`config.mk`:
```
export PLATFORM = sky130hd
export DESIGN_NAME = adc_dac_avg_loop_flat
export DESIGN_NICKNAME = d
export VERILOG_FILES = /design/src/rtl/adc_dac_avg_loop_pkg.sv /design/src/rtl/adc_dac_avg_loop_if.sv /design/src/rtl/adc_dac_avg_loop_cal_mul_sat.sv /design/src/rtl/adc_dac_avg_loop.sv /design/src/flat_wrapper.sv
export SDC_FILE = /design/constraint.sdc
export NUM_CORES = 2
export LEC_CHECK = 0
export ABC_AREA = 1
export BUFFER_PORTS_ARGS = -buffer_cell sky130_fd_sc_hd__buf_4
export CAP_MARGIN = 30
export CELL_PAD_IN_SITES_DETAIL_PLACEMENT = 1
export CELL_PAD_IN_SITES_GLOBAL_PLACEMENT = 2
export CORE_AREA = 4 4 444 446
export DETAILED_ROUTE_END_ITERATION = 6
export DIE_AREA = 0 0 448 450
export PLACE_DENSITY = 0.68
export SYNTH_ARGS = -nofsm -noshare
export SYNTH_HDL_FRONTEND = slang
export SYNTH_SLANG_ARGS = --single-unit
```
`constraint.sdc`:
```
create_clock -name ADC_CLK -period 9 [get_ports ADC_CLK]
set_clock_uncertainty 0.1 [all_clocks]
set_input_delay 0.9 -clock ADC_CLK [delete_from_list [all_inputs] [get_ports ADC_CLK]]
set_output_delay 0.9 -clock ADC_CLK [all_outputs]
set_load 0.01 [all_outputs]
```
`src/rtl/adc_dac_avg_loop_pkg.sv`:
```
// adc_dac_avg_loop_pkg
// Shared constants and types for the block-averaging ADC-to-DAC calibration loop.
// Holds the data widths, the CFG word map, the Q16.16 shift, the GPIO bit
// positions, the captured-coefficient struct and a CFG word extraction helper.
package adc_dac_avg_loop_pkg;

    localparam int FLOAT_WIDTH = 32;
    localparam int ADC_WIDTH   = 12;
    localparam int DAC_WIDTH   = 14;
    localparam int GPIO_WIDTH  = 32;
    localparam int AVG_LOG2    = 10;
    localparam int CFG_WIDTH   = 1024;

    // The accumulator is wide enough to hold 2^AVG_LOG2 full-scale samples.
    localparam int ACC_WIDTH   = ADC_WIDTH + AVG_LOG2;

    localparam int W_DAC_GAIN  = 0;
    localparam int W_DAC_OFS   = 1;
    localparam int W_ADC_GAIN  = 2;
    localparam int W_ADC_OFS   = 3;

    localparam int Q_SHIFT     = 16;

    localparam int GP_EN_BIT     = 31;
    localparam int GP_CNT_LSB    = 12;
    localparam int GP_CNT_MSB    = 30;
    localparam int BLK_CNT_WIDTH = GP_CNT_MSB - GP_CNT_LSB + 1;

    // Coefficients frozen at block capture so the pipeline is immune to
    // CFG changes that arrive while a block is still in flight.
    typedef struct packed {
        logic [FLOAT_WIDTH-1:0] dac_gain;
        logic [FLOAT_WIDTH-1:0] dac_ofs;
        logic [FLOAT_WIDTH-1:0] adc_gain;
        logic [FLOAT_WIDTH-1:0] adc_ofs;
    } coef_t;

    function automatic logic [FLOAT_WIDTH-1:0] cfg_word(input logic [CFG_WIDTH-1:0] cfg,
                                                         input int idx);
        return cfg[idx*FLOAT_WIDTH +: FLOAT_WIDTH];
    endfunction

endpackage

```
`src/rtl/adc_dac_avg_loop_if.sv`:
```
// adc_dac_avg_loop_if
// Bundles the configuration, sample, GPIO and DAC signals of the averaging loop.
//   master : drives CFG_IN, ADC_DATA_IN, GP_IN; observes GP_OUT, DONE, DAC codes
//   slave  : the loop itself (consumes inputs, produces GP_OUT/DONE/DAC codes)
interface adc_dac_avg_loop_if;
    import adc_dac_avg_loop_pkg::*;

    logic [CFG_WIDTH-1:0]  CFG_IN;
    logic [ADC_WIDTH-1:0]  ADC_DATA_IN;
    logic [GPIO_WIDTH-1:0] GP_IN;
    logic [GPIO_WIDTH-1:0] GP_OUT;
    logic                  DONE;
    logic [DAC_WIDTH-1:0]  DACA_CODE_OUT;
    logic [DAC_WIDTH-1:0]  DACB_CODE_OUT;

    modport master (
        output CFG_IN, ADC_DATA_IN, GP_IN,
        input  GP_OUT, DONE, DACA_CODE_OUT, DACB_CODE_OUT
    );

    modport slave (
        input  CFG_IN, ADC_DATA_IN, GP_IN,
        output GP_OUT, DONE, DACA_CODE_OUT, DACB_CODE_OUT
    );

endinterface

```
`src/rtl/adc_dac_avg_loop_cal_mul_sat.sv`:
```
// adc_dac_avg_loop_cal_mul_sat
// Registered calibration stage: y = sat(((x * gain) >>> 16) + offset).
//   clk, rst : clock and synchronous active-high reset
//   load     : y takes the new result only when high, otherwise holds
//   x        : unsigned input code (IN_WIDTH)
//   gain     : unsigned Q16.16 gain
//   offset   : signed integer offset
//   y        : result clamped to 0 .. 2^OUT_WIDTH-1
module adc_dac_avg_loop_cal_mul_sat
    import adc_dac_avg_loop_pkg::*;
#(
    parameter int IN_WIDTH  = 12,
    parameter int OUT_WIDTH = 12
) (
    input  logic                   clk,
    input  logic                   rst,
    input  logic                   load,
    input  logic [IN_WIDTH-1:0]    x,
    input  logic [FLOAT_WIDTH-1:0] gain,
    input  logic [FLOAT_WIDTH-1:0] offset,
    output logic [OUT_WIDTH-1:0]   y
);

    localparam int OP_WIDTH   = FLOAT_WIDTH + 1;
    localparam int PROD_WIDTH = 2 * OP_WIDTH;
    localparam int SUM_WIDTH  = PROD_WIDTH + 1;
    localparam logic [SUM_WIDTH-1:0] Y_MAX =
        {{(SUM_WIDTH-OUT_WIDTH){1'b0}}, {OUT_WIDTH{1'b1}}};

    logic signed [OP_WIDTH-1:0]   x_s;
    logic signed [OP_WIDTH-1:0]   g_s;
    logic signed [PROD_WIDTH-1:0] prod;
    logic signed [SUM_WIDTH-1:0]  shifted;
    logic signed [SUM_WIDTH-1:0]  ofs_s;
    logic signed [SUM_WIDTH-1:0]  sum;
    logic [OUT_WIDTH-1:0]         y_next;

    // Both operands are zero-extended into signed words so the product and the
    // floor shift stay in signed arithmetic; clamping happens after the offset.
    always_comb begin
        x_s     = $signed({{(OP_WIDTH-IN_WIDTH){1'b0}}, x});
        g_s     = $signed({1'b0, gain});
        prod    = PROD_WIDTH'(x_s) * PROD_WIDTH'(g_s);
        shifted = $signed({prod[PROD_WIDTH-1], prod}) >>> Q_SHIFT;
        ofs_s   = $signed({{(SUM_WIDTH-FLOAT_WIDTH){offset[FLOAT_WIDTH-1]}}, offset});
        sum     = shifted + ofs_s;
        y_next  = sum[OUT_WIDTH-1:0];
        if (sum < 0) begin
            y_next = '0;
        end else if (sum > $signed(Y_MAX)) begin
            y_next = '1;
        end
    end

    always_ff @(posedge clk) begin
        if (rst) begin
            y <= '0;
        end else if (load) begin
            y <= y_next;
        end
    end

endmodule

```
`src/rtl/adc_dac_avg_loop.sv`:
```
// adc_dac_avg_loop
// Sums 2^AVG_LOG2 ADC samples, averages, applies ADC gain/offset, scales to DAC
// width and applies DAC-A gain/offset. DACA_CODE_OUT and GP_OUT update once per
// block together with a one-cycle DONE pulse, four clocks after block capture.
//   ADC_CLK : sole clock
//   RST     : synchronous active-high reset
//   bus     : CFG_IN (w0 GA, w1 OA, w2 GC, w3 OC), ADC_DATA_IN, GP_IN
//             ([31] run enable, [13:0] DAC-B code), GP_OUT ([31] enable echo,
//             [30:12] block counter, [11:0] calibrated average), DONE,
//             DACA_CODE_OUT, DACB_CODE_OUT
module adc_dac_avg_loop
    import adc_dac_avg_loop_pkg::*;
(
    input  logic                ADC_CLK,
    input  logic                RST,
    adc_dac_avg_loop_if.slave   bus
);

    localparam int DAC_SHIFT = DAC_WIDTH - ADC_WIDTH;

    logic                     run_en;
    logic [AVG_LOG2-1:0]      sample_cnt;
    logic [ACC_WIDTH-1:0]     acc;
    logic [ACC_WIDTH-1:0]     sum_q;
    coef_t                    coef_q;
    logic [3:0]               stage_vld;
    logic [ADC_WIDTH-1:0]     avg_q;
    logic [ADC_WIDTH-1:0]     adcc;
    logic [DAC_WIDTH-1:0]     x_q;
    logic [BLK_CNT_WIDTH-1:0] blk_cnt;
    logic [BLK_CNT_WIDTH-1:0] blk_next;

    assign run_en   = bus.GP_IN[GP_EN_BIT];
    assign blk_next = blk_cnt + 1'b1;

    // Accumulation: while disabled the block state is held at zero, so a rising
    // enable always starts a fresh block and a falling one discards the partial
    // sum. The last sample is folded straight into the captured sum so the next
    // block starts on the very next clock.
    always_ff @(posedge ADC_CLK) begin
        if (RST) begin
            sample_cnt   <= '0;
            acc          <= '0;
            sum_q        <= '0;
            coef_q       <= '0;
            stage_vld[0] <= 1'b0;
        end else begin
            stage_vld[0] <= 1'b0;
            if (!run_en) begin
                sample_cnt <= '0;
                acc        <= '0;
            end else if (sample_cnt == '1) begin
                sum_q           <= acc + ACC_WIDTH'(bus.ADC_DATA_IN);
                coef_q.dac_gain <= cfg_word(bus.CFG_IN, W_DAC_GAIN);
                coef_q.dac_ofs  <= cfg_word(bus.CFG_IN, W_DAC_OFS);
                coef_q.adc_gain <= cfg_word(bus.CFG_IN, W_ADC_GAIN);
                coef_q.adc_ofs  <= cfg_word(bus.CFG_IN, W_ADC_OFS);
                acc             <= '0;
                sample_cnt      <= '0;
                stage_vld[0]    <= 1'b1;
            end else begin
                acc        <= acc + ACC_WIDTH'(bus.ADC_DATA_IN);
                sample_cnt <= sample_cnt + 1'b1;
            end
        end
    end

    // Average and DAC-width scaling stages; the valid chain tracks the block
    // through the pipeline so a reset flushes it without producing DONE.
    always_ff @(posedge ADC_CLK) begin
        if (RST) begin
            stage_vld[3:1] <= '0;
            avg_q          <= '0;
            x_q            <= '0;
        end else begin
            stage_vld[3:1] <= stage_vld[2:0];
            if (stage_vld[0]) begin
                avg_q <= sum_q[ACC_WIDTH-1:AVG_LOG2];
            end
            if (stage_vld[2]) begin
                x_q <= {adcc, {DAC_SHIFT{1'b0}}};
            end
        end
    end

    adc_dac_avg_loop_cal_mul_sat #(
        .IN_WIDTH  (ADC_WIDTH),
        .OUT_WIDTH (ADC_WIDTH)
    ) u_adc_cal (
        .clk    (ADC_CLK),
        .rst    (RST),
        .load   (stage_vld[1]),
        .x      (avg_q),
        .gain   (coef_q.adc_gain),
        .offset (coef_q.adc_ofs),
        .y      (adcc)
    );

    // Its output register is DACA_CODE_OUT itself, loaded on the DONE edge.
    adc_dac_avg_loop_cal_mul_sat #(
        .IN_WIDTH  (DAC_WIDTH),
        .OUT_WIDTH (DAC_WIDTH)
    ) u_daca_cal (
        .clk    (ADC_CLK),
        .rst    (RST),
        .load   (stage_vld[3]),
        .x      (x_q),
        .gain   (coef_q.dac_gain),
        .offset (coef_q.dac_ofs),
        .y      (bus.DACA_CODE_OUT)
    );

    // Status word and DONE share the DACA load edge. The calibrated average is
    // recovered from the top bits of the scaled value.
    always_ff @(posedge ADC_CLK) begin
        if (RST) begin
            bus.DONE          <= 1'b0;
            bus.GP_OUT        <= '0;
            bus.DACB_CODE_OUT <= '0;
            blk_cnt           <= '0;
        end else begin
            bus.DONE          <= stage_vld[3];
            bus.DACB_CODE_OUT <= bus.GP_IN[DAC_WIDTH-1:0];
            if (stage_vld[3]) begin
                blk_cnt    <= blk_next;
                bus.GP_OUT <= {run_en, blk_next, x_q[DAC_WIDTH-1 -: ADC_WIDTH]};
            end
        end
    end

endmodule

```
`src/flat_wrapper.sv`:
```
// flat-port wrapper written by rule: the top's interface ports become plain ports
module adc_dac_avg_loop_flat import adc_dac_avg_loop_pkg::*;
  (ADC_CLK, RST, bus_CFG_IN, bus_ADC_DATA_IN, bus_GP_IN, bus_GP_OUT, bus_DONE, bus_DACA_CODE_OUT, bus_DACB_CODE_OUT);
  adc_dac_avg_loop_if bus_i ();
  input  logic ADC_CLK;
  input  logic RST;
  input wire logic [$bits(bus_i.CFG_IN)-1:0] bus_CFG_IN;
  input wire logic [$bits(bus_i.ADC_DATA_IN)-1:0] bus_ADC_DATA_IN;
  input wire logic [$bits(bus_i.GP_IN)-1:0] bus_GP_IN;
  output wire logic [$bits(bus_i.GP_OUT)-1:0] bus_GP_OUT;
  output wire logic [$bits(bus_i.DONE)-1:0] bus_DONE;
  output wire logic [$bits(bus_i.DACA_CODE_OUT)-1:0] bus_DACA_CODE_OUT;
  output wire logic [$bits(bus_i.DACB_CODE_OUT)-1:0] bus_DACB_CODE_OUT;
  assign bus_i.CFG_IN = bus_CFG_IN;
  assign bus_i.ADC_DATA_IN = bus_ADC_DATA_IN;
  assign bus_i.GP_IN = bus_GP_IN;
  assign bus_GP_OUT = bus_i.GP_OUT;
  assign bus_DONE = bus_i.DONE;
  assign bus_DACA_CODE_OUT = bus_i.DACA_CODE_OUT;
  assign bus_DACB_CODE_OUT = bus_i.DACB_CODE_OUT;
  adc_dac_avg_loop u_core (.ADC_CLK(ADC_CLK), .RST(RST), .bus(bus_i));
endmodule
```
# Word level (Yosys, flattened, before mapping)
# Index checks and enable logic that the tools add are counted.
[totals] ff_bits=302 inputBits=1070 out_inout_bits=61
[op_classes] eq_ne=1 bitwise=1 n_mul=2 n_addsub=5 muxes=5 n_reduce_logical=3 n_lt_le_gt_ge=4
[op_table] op="multiplier 12 x 32 -> 44 bit" n=2
[op_table] op="less-than comparator 33 x 1 -> 1 bit, second input constant" n=2
[op_table] op="adder 29 x 32 -> 33 bit" n=1
[op_table] op="adder 31 x 32 -> 33 bit" n=1
[op_table] op="> comparator 33 x 13 -> 1 bit, second input constant" n=1
[op_table] op="> comparator 33 x 15 -> 1 bit, second input constant" n=1
[op_table] op="two-way mux 14 bit" n=2
[op_table] op="two-way mux 12 bit" n=2
[op_table] op="adder 22 x 12 -> 22 bit" n=1
[op_table] op="adder 19 x 1 -> 19 bit, second input constant" n=1
[op_table] op="adder 10 x 1 -> 10 bit, second input constant" n=1
[op_table] op="== test 10 bit, second input constant" n=1
[op_table] op="OR reduction 3 bit" n=1
[op_table] op="AND reduction 2 bit" n=1
[op_table] op="OR reduction 2 bit" n=1
[op_table] op="two-way mux 1 bit" n=1
[op_table] op="NOT 1 bit" n=1

# Longest topological paths before layout
[logic_depth] word_depth=5 depth_mapped=45

# Modules after synthesis
# From an unflattened synthesis, not the netlist that was laid out.
[hier_totals] hier_cells=5867 hier_area_um2=41606.2
[by_module_without_submodules] mod="adc_dac_avg_loop_cal_mul_sat (u_core.u_daca_cal)" seq_area_each_um2=280.3 area_per_inst_um2=17155.2 cells_each=2446 n_inst=1
[by_module_without_submodules] mod="adc_dac_avg_loop_cal_mul_sat (u_core.u_adc_cal)" seq_area_each_um2=240.2 area_per_inst_um2=14886.8 cells_each=2153 n_inst=1
[by_module_without_submodules] mod="adc_dac_avg_loop" seq_area_each_um2=4944.7 area_per_inst_um2=9564.2 cells_each=1268 n_inst=1

# Least setup slack after synthesis
# No wires, ideal clock.
[synth_timing] kind="register -> register" from="register u_core.x_q[8]" to="register u_core.u_daca_cal.y[11]" path_slack_ps=2171 setup_time_ps=132 t_required_ps=8768 t_arrival_ps=6597 stages_incl_launch_ff=36 period_less_slack_ps=6829 cell_sequence="dfxtp_1 clkbuf_1 clkbuf_1 nand2_1 fa_1 inv_1 fa_1 fa_1 fa_1 inv_1 fa_1 inv_1 ha_1 nand2_1 nor2_1 inv_1 nor3_1 a21oi_1 o21ai_0 a21oi_1 xnor2_1 ha_1 nand2_1 nor2_1 and2_1 and3_1 nand2_1 nand3_1 nand3_1 nor2_1 nand4_2 nand2_2 buf_6 nand2_1 nand2_1 a21oi_1"
[synth_between] elab_chain_cells=5 word_cells_on_any_way=6
[synth_lines] element="start, declared" line="adc_dac_avg_loop.sv:29" text="logic [DAC_WIDTH-1:0] x_q;"
[synth_lines] element="start signal, assigned" line="adc_dac_avg_loop.sv:81" text="x_q <= {adcc, {DAC_SHIFT{1'b0}}};"
[synth_lines] element="multiplier 12 x 32 -> 44 bit *" line="adc_dac_avg_loop_cal_mul_sat.sv:43" text="prod = PROD_WIDTH'(x_s) * PROD_WIDTH'(g_s);"
[synth_lines] element="adder 31 x 32 -> 33 bit *" line="adc_dac_avg_loop_cal_mul_sat.sv:46" text="sum = shifted + ofs_s;"
[synth_lines] element="> comparator 33 x 15 -> 1 bit" line="adc_dac_avg_loop_cal_mul_sat.sv:50" text="end else if (sum > $signed(Y_MAX)) begin"
[synth_lines] element="two-way mux 14 bit" line="adc_dac_avg_loop_cal_mul_sat.sv:50"
[synth_lines] element="two-way mux 14 bit *" line="adc_dac_avg_loop_cal_mul_sat.sv:48" text="if (sum < 0) begin"
[synth_lines] element="end signal, assigned" line="adc_dac_avg_loop_cal_mul_sat.sv:59" text="y <= y_next;"
[synth_lines] element="end, declared" line="adc_dac_avg_loop_cal_mul_sat.sv:21" text="output logic [OUT_WIDTH-1:0] y"
# Mark *: on every way between the ends. The rest lies on a longest branch, timed or not.
# A chain may end at the register's enable or synchronous reset.

# Final worst setup path
[layout_timing] from="register u_core.x_q[5]" to="register u_core.u_daca_cal.y[2]"
# The elaborated chain is that of the path after synthesis.

==> flow_summary.json <==
{
  "vias": 34154,
  "hold_path_class": "flip-flop to flip-flop",
  "yosysMostFrequentCell": "nand2_1",
  "chipHeight_microns": 450,
  "cts_hold_buffers": 0,
  "route.met2.wl_mm": 71.9,
  "synth.area.top_cells": "fa_1, nand2_1, dfxtp_1",
  "grt_pass1_vias": 38413,
  "ys_ff_latch": 273,
  "power_density_nw_per_um2": 67.7,
  "clk_latency_ns": 0.63,
  "synth_ff_type": "dfxtp_1",
  "timing.final.crit_period_ns": 8.31,
  "routedWlPerCell_microns": 16.8,
  "power.total_mw": 3.07,
  "endpoint_kind": "flip-flop",
  "setup_tns_ns": 0,
  "relSlewSlack": 0.386,
  "crit_path_frequent_cell": "nand2_1",
  "gr-total-overflow": 0,
  "power.share.combinational": 0.043,
  "synth_edf_count": 0,
  "synth_common_cells": "nand2_1, inv_1, fa_1",
  "syn_area_per_cell_sq_um": 7.01,
  "ys_types": 54,
  "synth_top_area_cell": "fa_1",
  "pwr-share-clk": 0.559,
  "cap_violations": 0,
  "placed_area_sq_um": 43900,
  "grt_pass1_wl_mm": 222,
  "finalCritPeriodShare": 0.924,
  "worstPathArrival_ns": 8.67,
  "clk_path_buf_depth": 3,
  "dieArea_sq_um": 202000,
  "drc": 0,
  "setup_ws_ns": 0.687,
  "syn-num-nets": 7474,
  "worstSetupStartpointType": "flip-flop",
  "cts_made_buffers": 40,
  "max_freq_mhz": 120,
  "yosysSeqAreaShare": 0.140,
  "synth-warning-count": 0,
  "synth_cells": 5574,
  "start_util": 0.203,
  "p_int_mw": 2.32,
  "setup_viol": 0,
  "core_area_sq_um": 193000,
  "highest_layer": "met5",
  "hold_viol": 0,
  "fp.dieW_microns": 448,
  "max_stage_delay_ns": 0.63,
  "path_class": "flip-flop to flip-flop",
  "first_iter_violations": 1290,
  "cts_tree": "done",
  "leakagePower_nw": 24.3,
  "io_buffers": 217,
  "cts.clk_slew.worst_paths_ns": 0.05,
  "seqPwrFrac": 0.398,
  "gp_congestion": 0.867,
  "cts_root_buffer": "clkbuf_16",
  "avgViaCountPerCell": 4.13,
  "syn_to_final_growth_pct": 16.0,
  "num-nets-final": 7611,
  "routed_wl_mm": 139,
  "clock-sinks": 273,
  "p_sw_mw": 0.746,
  "report.final.slew_viol_count": 0,
  "slowest_stage": "dfxtp_2",
  "num_rows": 161,
  "dr_wl_met3_mm": 3.04,
  "synth_top_area_frac": 0.308,
  "io_pins": 1131,
  "rsz0062_at_grt": "false",
  "drt-pass1-iter-count": 5,
  "hpwl_mm": 116,
  "swShare": 0.243,
  "cp_data_required_time_ns": 9.36,
  "grtUsageTotal": 0.140,
  "wl_met1_mm": 61.8,
  "ctsHtreeMaxLevel": 2,
  "status": "finished clean",
  "antenna_found_initial": 9,
  "fin_area_sq_um": 45300,
  "grt_max_degree": 101,
  "syn_area_sq_um": 39100,
  "antenna_left": 0,
  "crit_fanout": 13,
  "async_flop_share": 0,
  "peakVddDrop_v": 0.000114,
  "drive_gt1_frac": 0.0768,
  "pre_cts_ws_ns": 0.327,
  "tightest_slew_ns": 0.918
}
## state kept, by name, summed over array words and instances, names as in the netlist
name and flops:
u_core.coef_q 128, u_core.acc 22, u_core.blk_cnt 18, u_core.bus.DACB_CODE_OUT 14
u_core.bus.GP_OUT 14, u_core.u_daca_cal.y 14, u_core.avg_q 12, u_core.sum_q 12
u_core.u_adc_cal.y 12, u_core.x_q 12, u_core.sample_cnt 10, u_core.stage_vld 4
u_core.bus.DONE 1
## timing repair
| action | 4_1_cts | 5_1_grt |
|---|---|---|
| resized for setup | 0 | 7 |
| buffers inserted | 0 | 0 |
| endpoints found under the setup margin | 0 | 26 |
| hold endpoints to repair | 0 | 0 |
## worst max-delay path: cells and delay by family (launching register included)
kind            cells  cell delay, ns
compound gates      5            0.94
buf+inv             4            0.64
xor+xnor            1            0.30
simple gates       17            2.13
flops               1            0.63
fa+ha+maj           7            3.34
## metal layers
layer,up-vias,GRT usage
li1,16671,-
met1,17057,0.173
met2,304,0.261
met3,118,0.0146
met4,4,0.0267
met5,-,0
## through the flow
step,hold WS (ns),utilization,std cells
final,0.352,0.235,8272
after CTS,0.291,0.235,8268
after global routing,0.331,0.235,8270
after floorplan,0.318,-,5574
after global placement,0.328,0.228,8194
after detailed placement,0.345,0.228,8195
## cell usage in the layout (no fill, tap or decap), types with 92 or more instances in the layout
| master | count |
|---|---|
| o21ai_0 | 240 |
| nand2_1 | 1510 |
| dfxtp_1 | 266 |
| buf_4 | 316 |
| fa_1 | 601 |
| inv_1 | 1273 |
| ha_1 | 229 |
| nand3_1 | 92 |
| nor2_1 | 580 |
| a21oi_1 | 221 |
## final cells by class
cell class | count | area [sq um]
tap | 2526 | 3160
multi-input combinational | 3792 | 27900
antenna | 4 | 10.0
clock buffer | 57 | 1140
fill | 23799 | 147000
clock inverter | 16 | 255
sequential | 273 | 5470
inverter | 1279 | 4810
timing repair buffer | 325 | 2560
## worst paths after layout
kind	startpoint	to	slack, ns	cells past startpoint
setup reg to reg	u_core.x_q[5]	u_core.u_daca_cal.y[2]	0.69	34
setup / recovery	u_core.x_q[5]	u_core.u_daca_cal.y[2]	0.69	34
hold / removal	u_core.sample_cnt[0]	u_core.sample_cnt[0]	0.35	1
hold reg to reg	u_core.sample_cnt[0]	u_core.sample_cnt[0]	0.35	1
## power groups by stage
stage               logic (mW)  clock network, mW  registers, mW
CTS                      0.137               1.81           1.22
floorplan               0.0498                  0           1.25
detailed placement       0.136                  0           1.25
finish                   0.132               1.71           1.22
global placement         0.134                  0           1.25
global route             0.148               1.85           1.22
## cell families after synthesis
| kind of cell | after synthesis | share of synthesized area |
|---|---|---|
| adder cells (fa/ha/maj) | 830 | 0.381 |
| XOR/XNOR | 103 | 0.0231 |
| flip-flops | 273 | 0.140 |
| AO/OA/AOI/OAI | 555 | 0.0764 |
| buffers and inverters | 1509 | 0.146 |
| AND/OR/NAND/NOR | 2304 | 0.233 |
No activity file was read; power rests on OpenSTA's default activity.
